File: config.mk
export PLATFORM = sky130hd
export DESIGN_NAME = seq_det_sched
export DESIGN_NICKNAME = d
export VERILOG_FILES = /design/src/rtl/seq_det_sched.sv
export SDC_FILE = /design/constraint.sdc
export NUM_CORES = 1
export LEC_CHECK = 0
export CORE_UTILIZATION = 53
export DETAILED_ROUTE_END_ITERATION = 10
export PLACE_DENSITY_LB_ADDON = 0.12
export SYNTH_ARGS = -nofsm -noshare
export SYNTH_HDL_FRONTEND = slang
export SYNTH_SLANG_ARGS = --single-unit
File: constraint.sdc
create_clock -name clk -period 2.5 [get_ports clk]
set_input_delay 0.5 -clock clk [delete_from_list [all_inputs] [get_ports clk]]
set_output_delay 0.5 -clock clk [all_outputs]
set_load 0.01 [all_outputs]
File: src/rtl/seq_det_sched.sv
// Shares one bit-serial sequence detector between two requesters: arbitrates, serializes
// the granted word MSB-first, counts hits. Define SEQ_DET_FIXED_PRIO_EN for fixed req0 priority.
module seq_det_sched #(
  parameter  int unsigned WIDTH   = 8,
  parameter  int unsigned DET_LAT = 1,
  localparam int unsigned CNT_W   = $clog2(WIDTH + 1)
) (
  input  logic             clk,
  input  logic             rst,
  input  logic             req0_valid,
  input  logic [WIDTH-1:0] req0_data,
  output logic             req0_ready,
  input  logic             req1_valid,
  input  logic [WIDTH-1:0] req1_data,
  output logic             req1_ready,
  output logic             det_in,
  input  logic             det_out,
  output logic             det_rst_n,
  output logic             res_valid,
  input  logic             res_ready,
  output logic             res_id,
  output logic [CNT_W-1:0] res_count
);

  localparam int unsigned CYC_W = $clog2(WIDTH + DET_LAT + 1);
  localparam logic [CYC_W-1:0] LAST_BIT    = CYC_W'(WIDTH - 1);
  localparam logic [CYC_W-1:0] LAST_SAMPLE = CYC_W'(WIDTH + DET_LAT - 1);
  localparam logic [CYC_W-1:0] FIRST_SAMPLE = CYC_W'(DET_LAT);

  typedef enum logic [1:0] {S_IDLE, S_SHIFT, S_DRAIN, S_DONE} state_t;

  state_t           state, state_nxt;
  logic [WIDTH-1:0] shreg, shreg_nxt;
  logic [CYC_W-1:0] cyc, cyc_nxt;
  logic             det_in_nxt, det_rst_n_nxt, res_valid_nxt, res_id_nxt;
  logic [CNT_W-1:0] res_count_nxt;
  logic             gnt_any, gnt_id;
  logic [WIDTH-1:0] gnt_data;

  assign gnt_any  = req0_valid | req1_valid;
  assign gnt_data = gnt_id ? req1_data : req0_data;

`ifdef SEQ_DET_FIXED_PRIO_EN
  assign gnt_id = ~req0_valid;
`else
  // Tie goes to whichever requester was not served last.
  logic rr_last;
  assign gnt_id = (req0_valid & req1_valid) ? ~rr_last : req1_valid;

  always_ff @(posedge clk or posedge rst) begin
    if (rst)                             rr_last <= 1'b1;
    else if (state == S_IDLE && gnt_any) rr_last <= gnt_id;
  end
`endif

  // Ready is only offered while idle and never during reset.
  assign req0_ready = (state == S_IDLE) & ~rst & gnt_any & ~gnt_id;
  assign req1_ready = (state == S_IDLE) & ~rst & gnt_any &  gnt_id;

  always_ff @(posedge clk or posedge rst) begin
    if (rst) begin
      state     <= S_IDLE;
      shreg     <= '0;
      cyc       <= '0;
      det_in    <= 1'b0;
      det_rst_n <= 1'b0;
      res_valid <= 1'b0;
      res_id    <= 1'b0;
      res_count <= '0;
    end else begin
      state     <= state_nxt;
      shreg     <= shreg_nxt;
      cyc       <= cyc_nxt;
      det_in    <= det_in_nxt;
      det_rst_n <= det_rst_n_nxt;
      res_valid <= res_valid_nxt;
      res_id    <= res_id_nxt;
      res_count <= res_count_nxt;
    end
  end

  always_comb begin
    state_nxt     = state;
    shreg_nxt     = shreg;
    cyc_nxt       = cyc;
    det_in_nxt    = 1'b0;
    det_rst_n_nxt = 1'b0;
    res_valid_nxt = 1'b0;
    res_id_nxt    = res_id;
    res_count_nxt = res_count;
    unique case (state)
      S_IDLE: begin
        if (gnt_any) begin
          state_nxt     = S_SHIFT;
          shreg_nxt     = {gnt_data[WIDTH-2:0], 1'b0};
          det_in_nxt    = gnt_data[WIDTH-1];
          det_rst_n_nxt = 1'b1;
          cyc_nxt       = '0;
          res_id_nxt    = gnt_id;
          res_count_nxt = '0;
        end
      end
      S_SHIFT, S_DRAIN: begin
        cyc_nxt       = cyc + CYC_W'(1);
        det_rst_n_nxt = 1'b1;
        if (cyc >= FIRST_SAMPLE && det_out) res_count_nxt = res_count + CNT_W'(1);
        // Zeros shifted in keep det_in low once the word is exhausted.
        if (state == S_SHIFT) begin
          det_in_nxt = shreg[WIDTH-1];
          shreg_nxt  = {shreg[WIDTH-2:0], 1'b0};
          if (cyc == LAST_BIT) state_nxt = S_DRAIN;
        end
        if (cyc == LAST_SAMPLE) begin
          state_nxt     = S_DONE;
          det_in_nxt    = 1'b0;
          det_rst_n_nxt = 1'b0;
          res_valid_nxt = 1'b1;
        end
      end
      S_DONE: begin
        res_valid_nxt = ~res_ready;
        if (res_ready) state_nxt = S_IDLE;
      end
      default: state_nxt = S_IDLE;
    endcase
  end

endmodule

Yosys cells after proc, flatten, opt, wreduce, memory -nomap -nowiden
Index checks and enable logic that the tools add are counted.
- register bits after elaboration: 23
- bits of input ports: 22
- output and inout port bits: 10
- $add $sub $neg: 2
- $lt $le $gt $ge: 1
- eq/ne operators: 11
- mux-type cells: 24
- bitwise operators: 10
- reductions and logical operators: 10
- operators by type and width (operator ; count):
    8-bit 2-to-1 mux ; 3
    4-bit case mux with 2 select lines ; 2
    8-bit case mux with 2 select lines ; 1
    2-bit 2-to-1 mux ; 5
    4-bit by 1-bit adder with 4-bit output, second input constant ; 2
    4-bit 2-to-1 mux ; 2
    2-bit != test, second input constant ; 4
    1-bit 2-to-1 mux ; 7
    3-bit != test, second input constant ; 2
    1-bit case mux with 2 select lines ; 3
    2-bit case mux with 3 select lines ; 1
    3-bit AND reduction ; 2
    1-bit bitwise AND ; 5
    2-bit equality test, second input constant ; 2
    4-bit by 3-bit equality test with 1-bit output, second input constant ; 1
    4-bit equality test, second input constant ; 1
    4-bit by 1-bit >= comparator with 1-bit output, second input constant ; 1
    1-bit NOT ; 4
    2-bit AND reduction ; 2
    4-bit AND reduction ; 1
    2-bit by 1-bit equality test with 1-bit output, second input constant ; 1
    1-bit logical AND ; 2
    2-bit zero test ; 1
    2-bit nonzero test ; 1
    2 further kinds ; 2

Longest topological paths before layout
- depth in word-level cells: 5
- depth in mapped cells: 7
- mapped depth without buffers: 6

Worst setup path after synthesis
No wires, ideal clock.
- path type: in2out
- from: input rst
- to: output req0_ready
- data arrival time: 1.347 ns
- required time: 2.000 ns
- slack: 0.653 ns
- stages on the path: 2
- buffers on the path: 0
- cell sequence: inv_1 -> and4_2
- cells in the longest elaborated chain, start to end: 4
- ends and longest elaborated chain (element ; line ; text):
    from (decl) ; 9 ; input logic rst,
    1-bit NOT ; 57 ; assign req0_ready = (state == S_IDLE) & ~rst & gnt_any & ~gnt_id;
    1-bit bitwise AND (3 in a row) ; 57 ;
    to (decl) ; 12 ; output logic req0_ready,
Every way passes these cells.

Worst setup path in the final report
- from: input req1_valid
- to: output req1_ready
- cells in the longest elaborated chain, start to end: 3
- ends and longest elaborated chain (element ; line ; text):
    from (decl) ; 13 ; input logic req1_valid,
    1-bit bitwise OR or 1-bit bitwise AND (tied branches) ; 40, 48 ;
    1-bit bitwise AND or 1-bit 2-to-1 mux (tied branches) ; 58, 48 ;
    1-bit bitwise AND * ; 58 ; assign req1_ready = (state == S_IDLE) & ~rst & gnt_any & gnt_id;
    to (decl) ; 15 ; output logic req1_ready,
Mark *: on every way between the ends. The rest lies on a longest branch, timed or not.

==> results.sh <==
export IMPL_ys_warn_count=0
export IMPL_max_freq_mhz=416
export IMPL_worstSetupStartpoint="req1_valid"
export IMPL_fin_skew_ps=3.89
export IMPL_p_per_area_nw_per_um2=1210
export IMPL_leakage_nw=0.786
export IMPL_cp_start_kind="input port"
export IMPL_synthCells=132
export IMPL_worst_path_buf_inv=2
export IMPL_routabilityCongestion=0.822
export IMPL_crit_path_end_kind="output pin"
export IMPL_layout_drive_gt1_share_pct=16.6
export IMPL_layout_setup_ws_ps=94.0
export IMPL_antenna_found_initial=0
export IMPL_grt_pass1_vias=1105
export IMPL_ios=32
export IMPL_hold_viol_final=0
export IMPL_max_cap_viol_count=0
export IMPL_crit_chain="clkdlybuf4s50_1 -> a21boi_4 -> and3_1 -> clkdlybuf4s50_1"
export IMPL_syn_area_um2=1340
export IMPL_drt_first_iter_violations=9
export IMPL_crit_top_cell="clkdlybuf4s50_1"
export IMPL_nets=200
export IMPL_finalCriticalPeriod_ps=2410
export IMPL_grt_ovfl_total=0
export IMPL_die_y_um=52.2
export IMPL_ys_types=37
export IMPL_antennaDiodeCount=0
export IMPL_pre_cts_slack_ps=104
export IMPL_path_delay_family="buffers and inverters"
export IMPL_core_um2=2300
export IMPL_avgSynthCellArea_um2=10.1
export IMPL_cts_buffers=3
export IMPL_cts_tree="done"
export IMPL_cp_arrival_ps=1910
export IMPL_track_usage_pct=25.4
export IMPL_slowest_stage="clkdlybuf4s50_1"
export IMPL_vias=1113
export IMPL_endpoint="req1_ready"
export IMPL_synth_main_ff_cell="dfrtp_1"
export IMPL_row_count=17
export IMPL_async_flop_share_pct=100
export IMPL_port_buffers=31
export IMPL_worst_path_max_fanout=3
export IMPL_drv_slew=0
export IMPL_yosysSeqAreaShare_pct=41.3
export IMPL_cts_root_buf="clkbuf_4"
export IMPL_hold_path_class="in -> async"
export IMPL_peakVddDrop_v=0.000974
export IMPL_cts_sinks=22
export IMPL_r2r_end="shreg[2]$_DFFE_PP0P_"
export IMPL_drc=0
export IMPL_rsz0062_at_grt="false"
export IMPL_tns_ps=0
export IMPL_initial_core_util_pct=58.2
export IMPL_postCtsSetupBuffers=0
export IMPL_finalSetupViolations=0
export IMPL_max_stage_delay_ps=530
export IMPL_via_per_inst=5.65
export IMPL_cts_max_level=1
export IMPL_status="finished, final reports clean"
export IMPL_synth_edff_count=0
export IMPL_clk_pin_slew_ps=130
export IMPL_fin_crit_sh_pct=96.2
export IMPL_dr_pass1_iters=4
export IMPL_r2r_slack_ps=460
export IMPL_synth_nets=162
export IMPL_drt_total_wl_um=2990
export IMPL_grt_pass1_wl_um=4940
export IMPL_postCtsHoldBufs=0
export IMPL_worst_pin_slew_ps=461
export IMPL_path_class="in -> out"
export IMPL_required_ps=2000
export IMPL_worstSkewPairLatency_ps=310
export IMPL_ys_ff_latch=22
export IMPL_r2r_start="state[0]$_DFFE_PP0P_"
export IMPL_die_w_um=52.2
export IMPL_worst_path_stages=4
export IMPL_routedWlPerCell_um=15.2
export IMPL_cts_buffer_depth=2
export IMPL_grt_start_max_net_pins=15
export IMPL_max_slew_margin_pct=69.2
export IMPL_dieArea_um2=2730
export IMPL_ant_nets=0
export IMPL_r2r_cells=5
export IMPL_cts_resized=0
export IMPL_area_growth_pct=29.8
export IMPL_hpwlAfterDp_um=2290
==> worst min-delay path by stage <==
stage | to | slack (ps) | startpoint
5_1_grt | res_id$_DFFE_PP0P_ | 340 | rst
2_1_floorplan | shreg[2]$_DFFE_PP0P_ | 450 | shreg[2]$_DFFE_PP0P_
3_5_place_dp | shreg[4]$_DFFE_PP0P_ | 470 | shreg[4]$_DFFE_PP0P_
4_1_cts | res_id$_DFFE_PP0P_ | 350 | rst
3_3_place_gp | shreg[6]$_DFFE_PP0P_ | 460 | shreg[6]$_DFFE_PP0P_
6_report | res_id$_DFFE_PP0P_ | 360 | rst
==> report_power, final <==
| group | switching, mW | total (mW) | leakage (nW) | internal (mW) |
|---|---|---|---|---|
| Clock | 0.113 | 0.202 | 0.0210 | 0.0890 |
| Sequential | 0.118 | 0.638 | 0.280 | 0.519 |
| Combinational | 0.662 | 1.26 | 0.484 | 0.603 |
| Total | 0.893 | 2.11 | 0.786 | 1.21 |
==> per-stage QoR <==
stage	utilization, %	area [µm²]	power [mW]	hold WS (ps)	std cells
4_1_cts	75.6	1740	2.11	352	197
6_report	75.6	1740	2.11	361	197
3_3_place_gp	74.0	1700	1.85	462	193
2_1_floorplan	-	1340	1.57	449	132
5_1_grt	75.6	1740	2.31	342	197
3_5_place_dp	74.0	1700	1.91	470	193
==> flip-flops by register name, indices dropped and copies added (netlist names) <==
| register | flops |
|---|---|
| res_count | 4 |
| rr_last | 1 |
| det_rst_n | 1 |
| cyc | 4 |
| state | 2 |
| res_id | 1 |
| res_valid | 1 |
| shreg | 7 |
| det_in | 1 |
==> Yosys cell counts (2+ instances only) <==
library cell / number / share of area, %
nand3_1: 4 / 1.5
ha_1: 8 / 7.5
inv_1: 7 / 2.0
a21oi_1: 6 / 2.2
clkbuf_1: 2 / 0.56
nor2_1: 3 / 0.84
mux2_2: 8 / 6.7
o21ai_0: 15 / 5.6
dfrtp_1: 21 / 39
nand2_1: 15 / 4.2
mux2i_1: 9 / 6.7
a32o_1: 2 / 1.5
a31oi_1: 4 / 1.9
buf_6: 2 / 1.7
nand2b_1: 3 / 1.4
and3_1: 2 / 0.94
==> cell usage in the layout (no fill, tap or decap), types with 2 or more instances in the layout <==
| master | netlist | routed |
|---|---|---|
| clkdlybuf4s50_1 | 0 | 31 |
| dfrtp_1 | 21 | 21 |
| nand2_1 | 15 | 15 |
| o21ai_0 | 15 | 15 |
| mux2i_1 | 9 | 9 |
| mux2_2 | 8 | 8 |
| ha_1 | 8 | 8 |
| inv_1 | 7 | 7 |
| buf_4 | 0 | 7 |
| a21oi_1 | 6 | 6 |
| nand3_1 | 4 | 4 |
| a31oi_1 | 4 | 4 |
| nand2b_1 | 3 | 3 |
| nor2_1 | 3 | 3 |
| clkbuf_4 | 0 | 3 |
| a32o_1 | 2 | 2 |
| and3_1 | 2 | 2 |
==> cell type report <==
class | instances | area, µm²
clock buffer | 4 | 36.3
inverter | 7 | 26.3
fill | 175 | 561
timing repair buffer | 38 | 363
multi-input combinational | 98 | 724
sequential | 22 | 552
tap | 28 | 35.0
==> cells by family (layout without fill, tap and decap cells) <==
kind of cell | after synthesis | in the layout | share of synthesized area (%)
compound gates | 35 | 35 | 18.1
fa+ha+maj | 8 | 8 | 7.48
buf+inv | 12 | 49 | 4.58
flops | 22 | 22 | 41.3
mux | 17 | 17 | 13.5
simple gates | 38 | 38 | 15.2
==> per-layer routing <==
layer,track usage [%],up-vias,routed length (µm)
met4,14.0,0,68
met5,0,-,0
met2,41.5,27,1450
met3,5.22,8,95
met1,31.3,529,1370
li1,-,549,-
Note: power is estimated with default switching activity, not from simulation.
